## config.mk

```make
export PLATFORM = sky130hd
export DESIGN_NAME = mio_bus_responder
export DESIGN_NICKNAME = d
export VERILOG_FILES = /design/src/rtl/mio_bus_responder.sv
export SDC_FILE = /design/constraint.sdc
export NUM_CORES = 1
export LEC_CHECK = 0
export BUFFER_PORTS_ARGS = -buffer_cell sky130_fd_sc_hd__buf_2
export CAP_MARGIN = 10
export CORE_MARGIN = 8
export CORE_UTILIZATION = 53
export DETAILED_ROUTE_END_ITERATION = 10
export PLACE_DENSITY = 0.9
export SETUP_SLACK_MARGIN = 0.5
export SKIP_CTS_REPAIR_TIMING = 1
export SYNTH_ARGS = -nofsm -noshare
export SYNTH_HDL_FRONTEND = slang
export SYNTH_SLANG_ARGS = --single-unit
export TNS_END_PERCENT = 10
```

## constraint.sdc

```tcl
create_clock -name clk -period 9.9 [get_ports clk]
set_clock_uncertainty 0.15 [all_clocks]
set_input_delay 0.99 -clock clk [delete_from_list [all_inputs] [get_ports clk]]
set_output_delay 0.99 -clock clk [all_outputs]
set_load 0.01 [all_outputs]
```

## src/rtl/mio_bus_responder.sv

```systemverilog
`default_nettype none
// ============================================================================
// Module   : mio_bus_responder
// Brief    : Responder for the CPU memory/IO handshake; routes accesses to
//            data RAM, LED/switch GPIO or a free-running 32-bit counter.
// Revision : 1.0 - initial release
// ============================================================================
module mio_bus_responder #(
    parameter int RAM_WAIT = 2,
    parameter int RAM_AW   = 10
) (
    input  logic              clk,
    input  logic              rst,
    input  logic              CPU_MIO,
    input  logic              mem_w,
    input  logic [31:0]       Addr_bus,
    input  logic [31:0]       Data_out,
    output logic [31:0]       Data_in,
    output logic              MIO_ready,
    output logic              bus_err,
    output logic              ram_we,
    output logic [RAM_AW-1:0] ram_addr,
    output logic [31:0]       ram_din,
    input  logic [31:0]       ram_dout,
    input  logic [15:0]       SW,
    output logic [15:0]       LED_out,
    output logic [31:0]       counter_out
);

    localparam logic [29:0] c_GPIO_WORD = 30'h3800_0000;
    localparam logic [29:0] c_CNT_WORD  = 30'h3C00_0000;

    typedef enum logic [1:0] {
        S_IDLE = 2'd0,
        S_WAIT = 2'd1,
        S_RESP = 2'd2
    } state_t;

    state_t      r_state;
    state_t      w_next;
    logic [3:0]  r_wait_cnt;
    logic        w_accept;
    logic        w_last;
    logic        w_is_ram;
    logic        w_is_gpio;
    logic        w_is_cnt;
    logic        w_is_err;
    logic        w_unused;

    // Byte-lane bits are not part of the decode.
    assign w_unused  = &{1'b0, Addr_bus[1:0]};

    assign w_is_ram  = (Addr_bus[31:RAM_AW+2] == '0);
    assign w_is_gpio = (Addr_bus[31:2] == c_GPIO_WORD);
    assign w_is_cnt  = (Addr_bus[31:2] == c_CNT_WORD);
    assign w_is_err  = !(w_is_ram || w_is_gpio || w_is_cnt);
    assign w_accept  = (r_state == S_IDLE) && CPU_MIO;
    assign w_last    = (r_wait_cnt == 4'd1);

    always_ff @(posedge clk or posedge rst) begin
        if (rst) begin
            r_state <= S_IDLE;
        end else begin
            r_state <= w_next;
        end
    end

    always_comb begin
        w_next = r_state;
        case (r_state)
            S_IDLE:  if (CPU_MIO) w_next = w_is_ram ? S_WAIT : S_RESP;
            S_WAIT:  if (w_last)  w_next = S_RESP;
            S_RESP:  w_next = S_IDLE;
            default: w_next = S_IDLE;
        endcase
    end

    // Peripheral accesses complete at the accept edge; RAM completes when the
    // wait counter expires. Pulse outputs default low every cycle.
    always_ff @(posedge clk or posedge rst) begin
        if (rst) begin
            r_wait_cnt  <= 4'd0;
            Data_in     <= 32'd0;
            MIO_ready   <= 1'b0;
            bus_err     <= 1'b0;
            ram_we      <= 1'b0;
            ram_addr    <= '0;
            ram_din     <= 32'd0;
            LED_out     <= 16'd0;
            counter_out <= 32'd0;
        end else begin
            counter_out <= counter_out + 32'd1;
            MIO_ready   <= 1'b0;
            bus_err     <= 1'b0;
            ram_we      <= 1'b0;
            if (w_accept) begin
                ram_addr <= Addr_bus[RAM_AW+1:2];
                ram_din  <= Data_out;
                if (w_is_ram) begin
                    r_wait_cnt <= 4'(RAM_WAIT);
                    ram_we     <= mem_w;
                end else begin
                    MIO_ready <= 1'b1;
                    bus_err   <= w_is_err;
                    if (w_is_gpio) begin
                        if (mem_w) LED_out <= Data_out[15:0];
                        else       Data_in <= {16'd0, SW};
                    end else if (w_is_cnt) begin
                        if (mem_w) counter_out <= Data_out;
                        else       Data_in     <= counter_out;
                    end else if (!mem_w) begin
                        Data_in <= 32'd0;
                    end
                end
            end else if (r_state == S_WAIT) begin
                r_wait_cnt <= r_wait_cnt - 4'd1;
                if (w_last) begin
                    Data_in   <= ram_dout;
                    MIO_ready <= 1'b1;
                end
            end
        end
    end

endmodule
`default_nettype wire

```

* Word level (Yosys, flattened, before mapping)
Cells that the tools add are included.
** Word-level totals
- Bits in registers :: 131
- Output and inout bits :: 125
- Word-level logic and storage cells :: 63
** Cells by class
- $add $sub $neg :: 2
- Equal/unequal tests :: 9
- Mux-type cells :: 29
- Bitwise operators :: 1
- Reduce and logical (&&, ||, !) cells :: 12
** Operators with widths (count)
- 32-bit two-way mux :: 14
- 30-bit == test, second input constant :: 2
- 32-bit by 1-bit adder with 32-bit output, second input constant :: 1
- 20-bit logical NOT :: 1
- 4-bit two-way mux :: 3
- 1-bit two-way mux :: 8
- 2-bit inequality test, second input constant :: 4
- 4-bit AND reduction :: 2
- 2-bit two-way mux :: 3
- 4-bit by 1-bit == test with 1-bit output, second input constant :: 1
- 2-bit case mux with 2 select lines :: 1
- 2-bit AND reduction :: 2
- 2-bit nonzero test :: 2
- 4-bit by 1-bit subtractor with 4-bit output, second input constant :: 1
- 2-bit by 1-bit == test with 1-bit output, second input constant :: 1
- 2-bit logical NOT :: 1
- 1-bit logical OR :: 2
- 2-bit by 1-bit inequality test with 1-bit output, second input constant :: 1
- 1-bit logical AND :: 1
- 1-bit logical NOT :: 1
- 1-bit NOT :: 1

* Logic depth before layout (Yosys ltp)
- Word-level depth :: 6
- Depth in mapped cells :: 8
- Depth with buffers taken out :: 7

* Least setup slack after synthesis
OpenSTA, ideal clock, no wires.
- Path kind :: input to register
- Start :: input port Addr_bus[16]
- End :: register LED_out[0]
- Setup time :: 125 ps
- Arrival :: 2998 ps
- Required time :: 9625 ps
- Path slack :: 6627 ps
- Stages on the path :: 8
- Buffers on the path :: 3
- Path through :: nor4_2 -> nand4_2 -> or3_1 -> buf_2 -> or4b_1 -> buf_6 -> buf_12 -> mux2_4
** On the way
- Cells in the longest elaborated chain, start to end :: 3
- Elaborated cells between the ends (all ways) :: 4
- Those cells by class :: eq/ne (1); bitwise (1); reduce/logical (2)
** Ends and longest elaborated chain
- from (decl) :: line 16 : input logic [31:0] Addr_bus,
- 20-bit logical NOT :: line 53 : assign w_is_ram = (Addr_bus[31:RAM_AW+2] == '0);
- 1-bit NOT (no line)
- 4-bit AND reduction (no line) (*)
- to (signal assigned) :: line 106 : if (mem_w) LED_out <= Data_out[15:0];
- to (decl) :: line 26 : output logic [15:0] LED_out,
Every way passes the cells marked *; elsewhere a longest branch is shown, timed or not.
A chain may end at the register's enable or synchronous reset.

* Worst setup path in the final report
- Start :: input port Addr_bus[16]
- End :: register LED_out[12]
The elaborated chain is that of the path after synthesis.

==> out/metrics.csv <==
metric,value,unit
Storage cell area,3280,sq um
Multi-input gate area,2590,sq um
"Seq/Total Area, Yosys",0.543,
max incr delay on CP,1.00,ns
critical path endpoint,LED_out[12],
met1 Track Usage GR,0.310,
Post-Synthesis Cells,595,
post-synthesis cell type count,34,
std cell rows,39,
GRT met2 Usage,0.405,
crit-path cells,buf_2 > nor4_2 > nand4_2 > or3_1 > or4b_1 > mux2_4,
asr flop ratio synth,1.00,
met3 Usage GRT,0.0547,
Final Max Tran Viols,0,
endpoints failing setup,0,
Pwr Density,176,nW/um^2
RSZ-0062 raised after global routing,no,
first-pass GRT wire length,29.0,mm
FF-to-FF setup slack,6.82,ns
Hold Path Class,flip-flop to flip-flop,
Clock Latency Late Sink,0.41,ns
htree depth,4,
drt wl/cell,19.0,um
Via density,5.43,
CP max FO,19,
run status,finished clean,
hold path depth,2,
initial antenna violation count,2,
Placed Instances,952,
crit path launch type,primary input,
CTS tree,yes,
Leak,4.25,nW
Critical Path RT,10.04,ns
Synth warnings,0,
detailed-route via count,5343,
final worst slack,6.19,ns
synthesized area per cell,10.1,sq um
die area,15100,sq um
pin count of the biggest net entering global routing,78,
"slowest stage cell, crit path",or4b_1,
Setup WS pre-CTS,5.76,ns
Layout Area Growth over Synthesis,31.7,%
Slew @ Worst Pin,1.11,ns
Worst slew margin,0.259,
Layout Utilization,0.705,
share of post-route cells with drive strength above 1,0.380,
Post-DP HPWL,13.6,mm
Worst path depth,6,
synthesized flop and latch total,131,
crit path launch,Addr_bus[16],
Main synth FF type,dfrtp_1,
root buf cell,clkbuf_16,
Die Ht,123,um
Initial Utilization,0.535,
I/O Buffers,238,
Clock Sinks,131,
vias in the first global route,5544,
Max Freq,269,MHz
Final Wtd Congestion,0.831,
max cap viols,0,
syn_nets,714,
clock-pin slew on the worst setup and hold paths,0.06,ns
Arrival @ worst endpoint,3.85,ns
io pins,241,
synthesized area,6040,sq um
worst reg2reg startpoint,r_state[1],
filler instances,819,
FF-to-FF path depth,6,
Worst Path Buf+Inv,1,
CTS Buf Count,17,
TritonRoute pass-1 iters,5,
busiest grt layer,met2,
first-iteration detailed-routing DRC count,505,
fin crit share,0.375,
DRC Markers,0,
final hold violations,0,
setup TNS,0,ns
min cycle time layout,3.71,ns
all-layer global routing usage,0.249,
area of the core,11300,sq um
drt total wl,18.7,mm
Final ANT Viol Nets,0,
CP top delay family,simple AND/OR/NAND/NOR gates,
"commonest non-fill, non-tap cells in the layout","238 x buf_2, 179 x nand2_1, 131 x dfrtp_1",
end of the worst register-to-register path,Data_in[17],
"leading cell type in the layout, fill and taps excluded",buf_2,
Post-synth EDFFs,0,
gr ovfl total,0,
critical path type,primary input to flip-flop,
Finished Layout Cells,984,
Die X,123,um
Clock Tree Buf Depth,2,
critical path endpoint category,flip-flop,
final-stage net count,947,
VDD IR max,111,uV
==> flip-flops by register name (all words and copies together) (netlist names) <==
| register | flops |
|---|---|
| counter_out | 32 |
| MIO_ready | 1 |
| r_state | 2 |
| ram_we | 1 |
| r_wait_cnt | 4 |
| ram_din | 32 |
| ram_addr | 10 |
| bus_err | 1 |
| Data_in | 32 |
| LED_out | 16 |
==> routing by layer <==
layer / up-vias / routed length [um]
met2: 254 / 9110
met3: 42 / 1530
met5: - / 0
met4: 0 / 605
li1: 2516 / -
met1: 2531 / 7460
==> power by group <==
group,internal (W),switching [W],leakage [nW],total [W]
combinational,0.0000659,0.0000910,2.30,0.000157
sequential,0.000572,0.0000177,1.67,0.000589
clock,0.000420,0.000230,0.281,0.000650
==> final cells by class <==
cell class                 count  area share
sequential                   131       0.412
multi-input combinational    425       0.326
timing repair buffer         245       0.156
clock buffer                  18      0.0540
clock inverter                12      0.0231
tap                          143      0.0225
inverter                       8     0.00441
antenna                        2    0.000630
==> logic make-up (layout without fill, tap and decap cells) <==
family / count (synthesis) / count (layout) / synth area share
AOI/OAI and AO/OA: 69 / 69 / 0.0713
muxes: 52 / 52 / 0.0997
buffers and inverters: 39 / 283 / 0.0286
other: 0 / 2 / 0
adders and majority gates: 3 / 3 / 0.00622
DFF: 131 / 131 / 0.543
xor gates and xnor gates: 32 / 32 / 0.0464
and+or+nand+nor: 269 / 269 / 0.205
==> synthesized netlist by cell type (2+ instances only) <==
| cell | count | area [sq um] |
|---|---|---|
| nand2_1 | 180 | 676 |
| dfrtp_1 | 131 | 3280 |
| o21ai_0 | 50 | 250 |
| mux2_2 | 25 | 282 |
| and3_1 | 23 | 144 |
| clkbuf_1 | 21 | 78.8 |
| xor2_1 | 19 | 166 |
| mux2i_1 | 17 | 170 |
| a221o_1 | 16 | 160 |
| nand4_1 | 16 | 100 |
| xnor2_1 | 13 | 114 |
| mux2_4 | 10 | 150 |
| nand3_1 | 10 | 50.1 |
| nor2_1 | 10 | 37.5 |
| inv_1 | 8 | 30.0 |
| nor4_1 | 8 | 50.1 |
| buf_1 | 6 | 22.5 |
| nor4_2 | 5 | 62.6 |
| and2_1 | 4 | 25.0 |
| nor3_1 | 4 | 20.0 |
| ha_1 | 3 | 37.5 |
| buf_2 | 2 | 10.0 |
| nor3b_1 | 2 | 15.0 |
| or3_1 | 2 | 12.5 |
==> through the flow <==
step                      instance area, sq um  power (W)  hold slack [ns]
after floorplan                           6040   0.000673            0.339
after global placement                    7330   0.000752            0.301
after detailed placement                  7330   0.000758            0.307
after CTS                                 7940    0.00141            0.322
after global routing                      7950    0.00145            0.337
final                                     7950    0.00140            0.317
==> worst min path at each step <==
stage | slack, ns | startpoint | to
after global routing | 0.34 | ram_din[27] | ram_din[27]
final | 0.32 | ram_addr[0] | ram_addr[0]
after floorplan | 0.34 | r_wait_cnt[0] | r_wait_cnt[0]
after detailed placement | 0.31 | ram_din[27] | ram_din[27]
after global placement | 0.30 | ram_addr[6] | ram_addr[6]
after CTS | 0.32 | ram_addr[0] | ram_addr[0]
==> worst reg2reg max path, cell delays in order, from the launching register on <==
cell	delay [ns]
dfrtp_1	0.39
nor2_1	0.16
and2_2	0.74
o21ai_0	0.31
o21a_1	0.50
buf_4	0.34
a221o_1	0.38
Power figures use the tool's default switching activity.
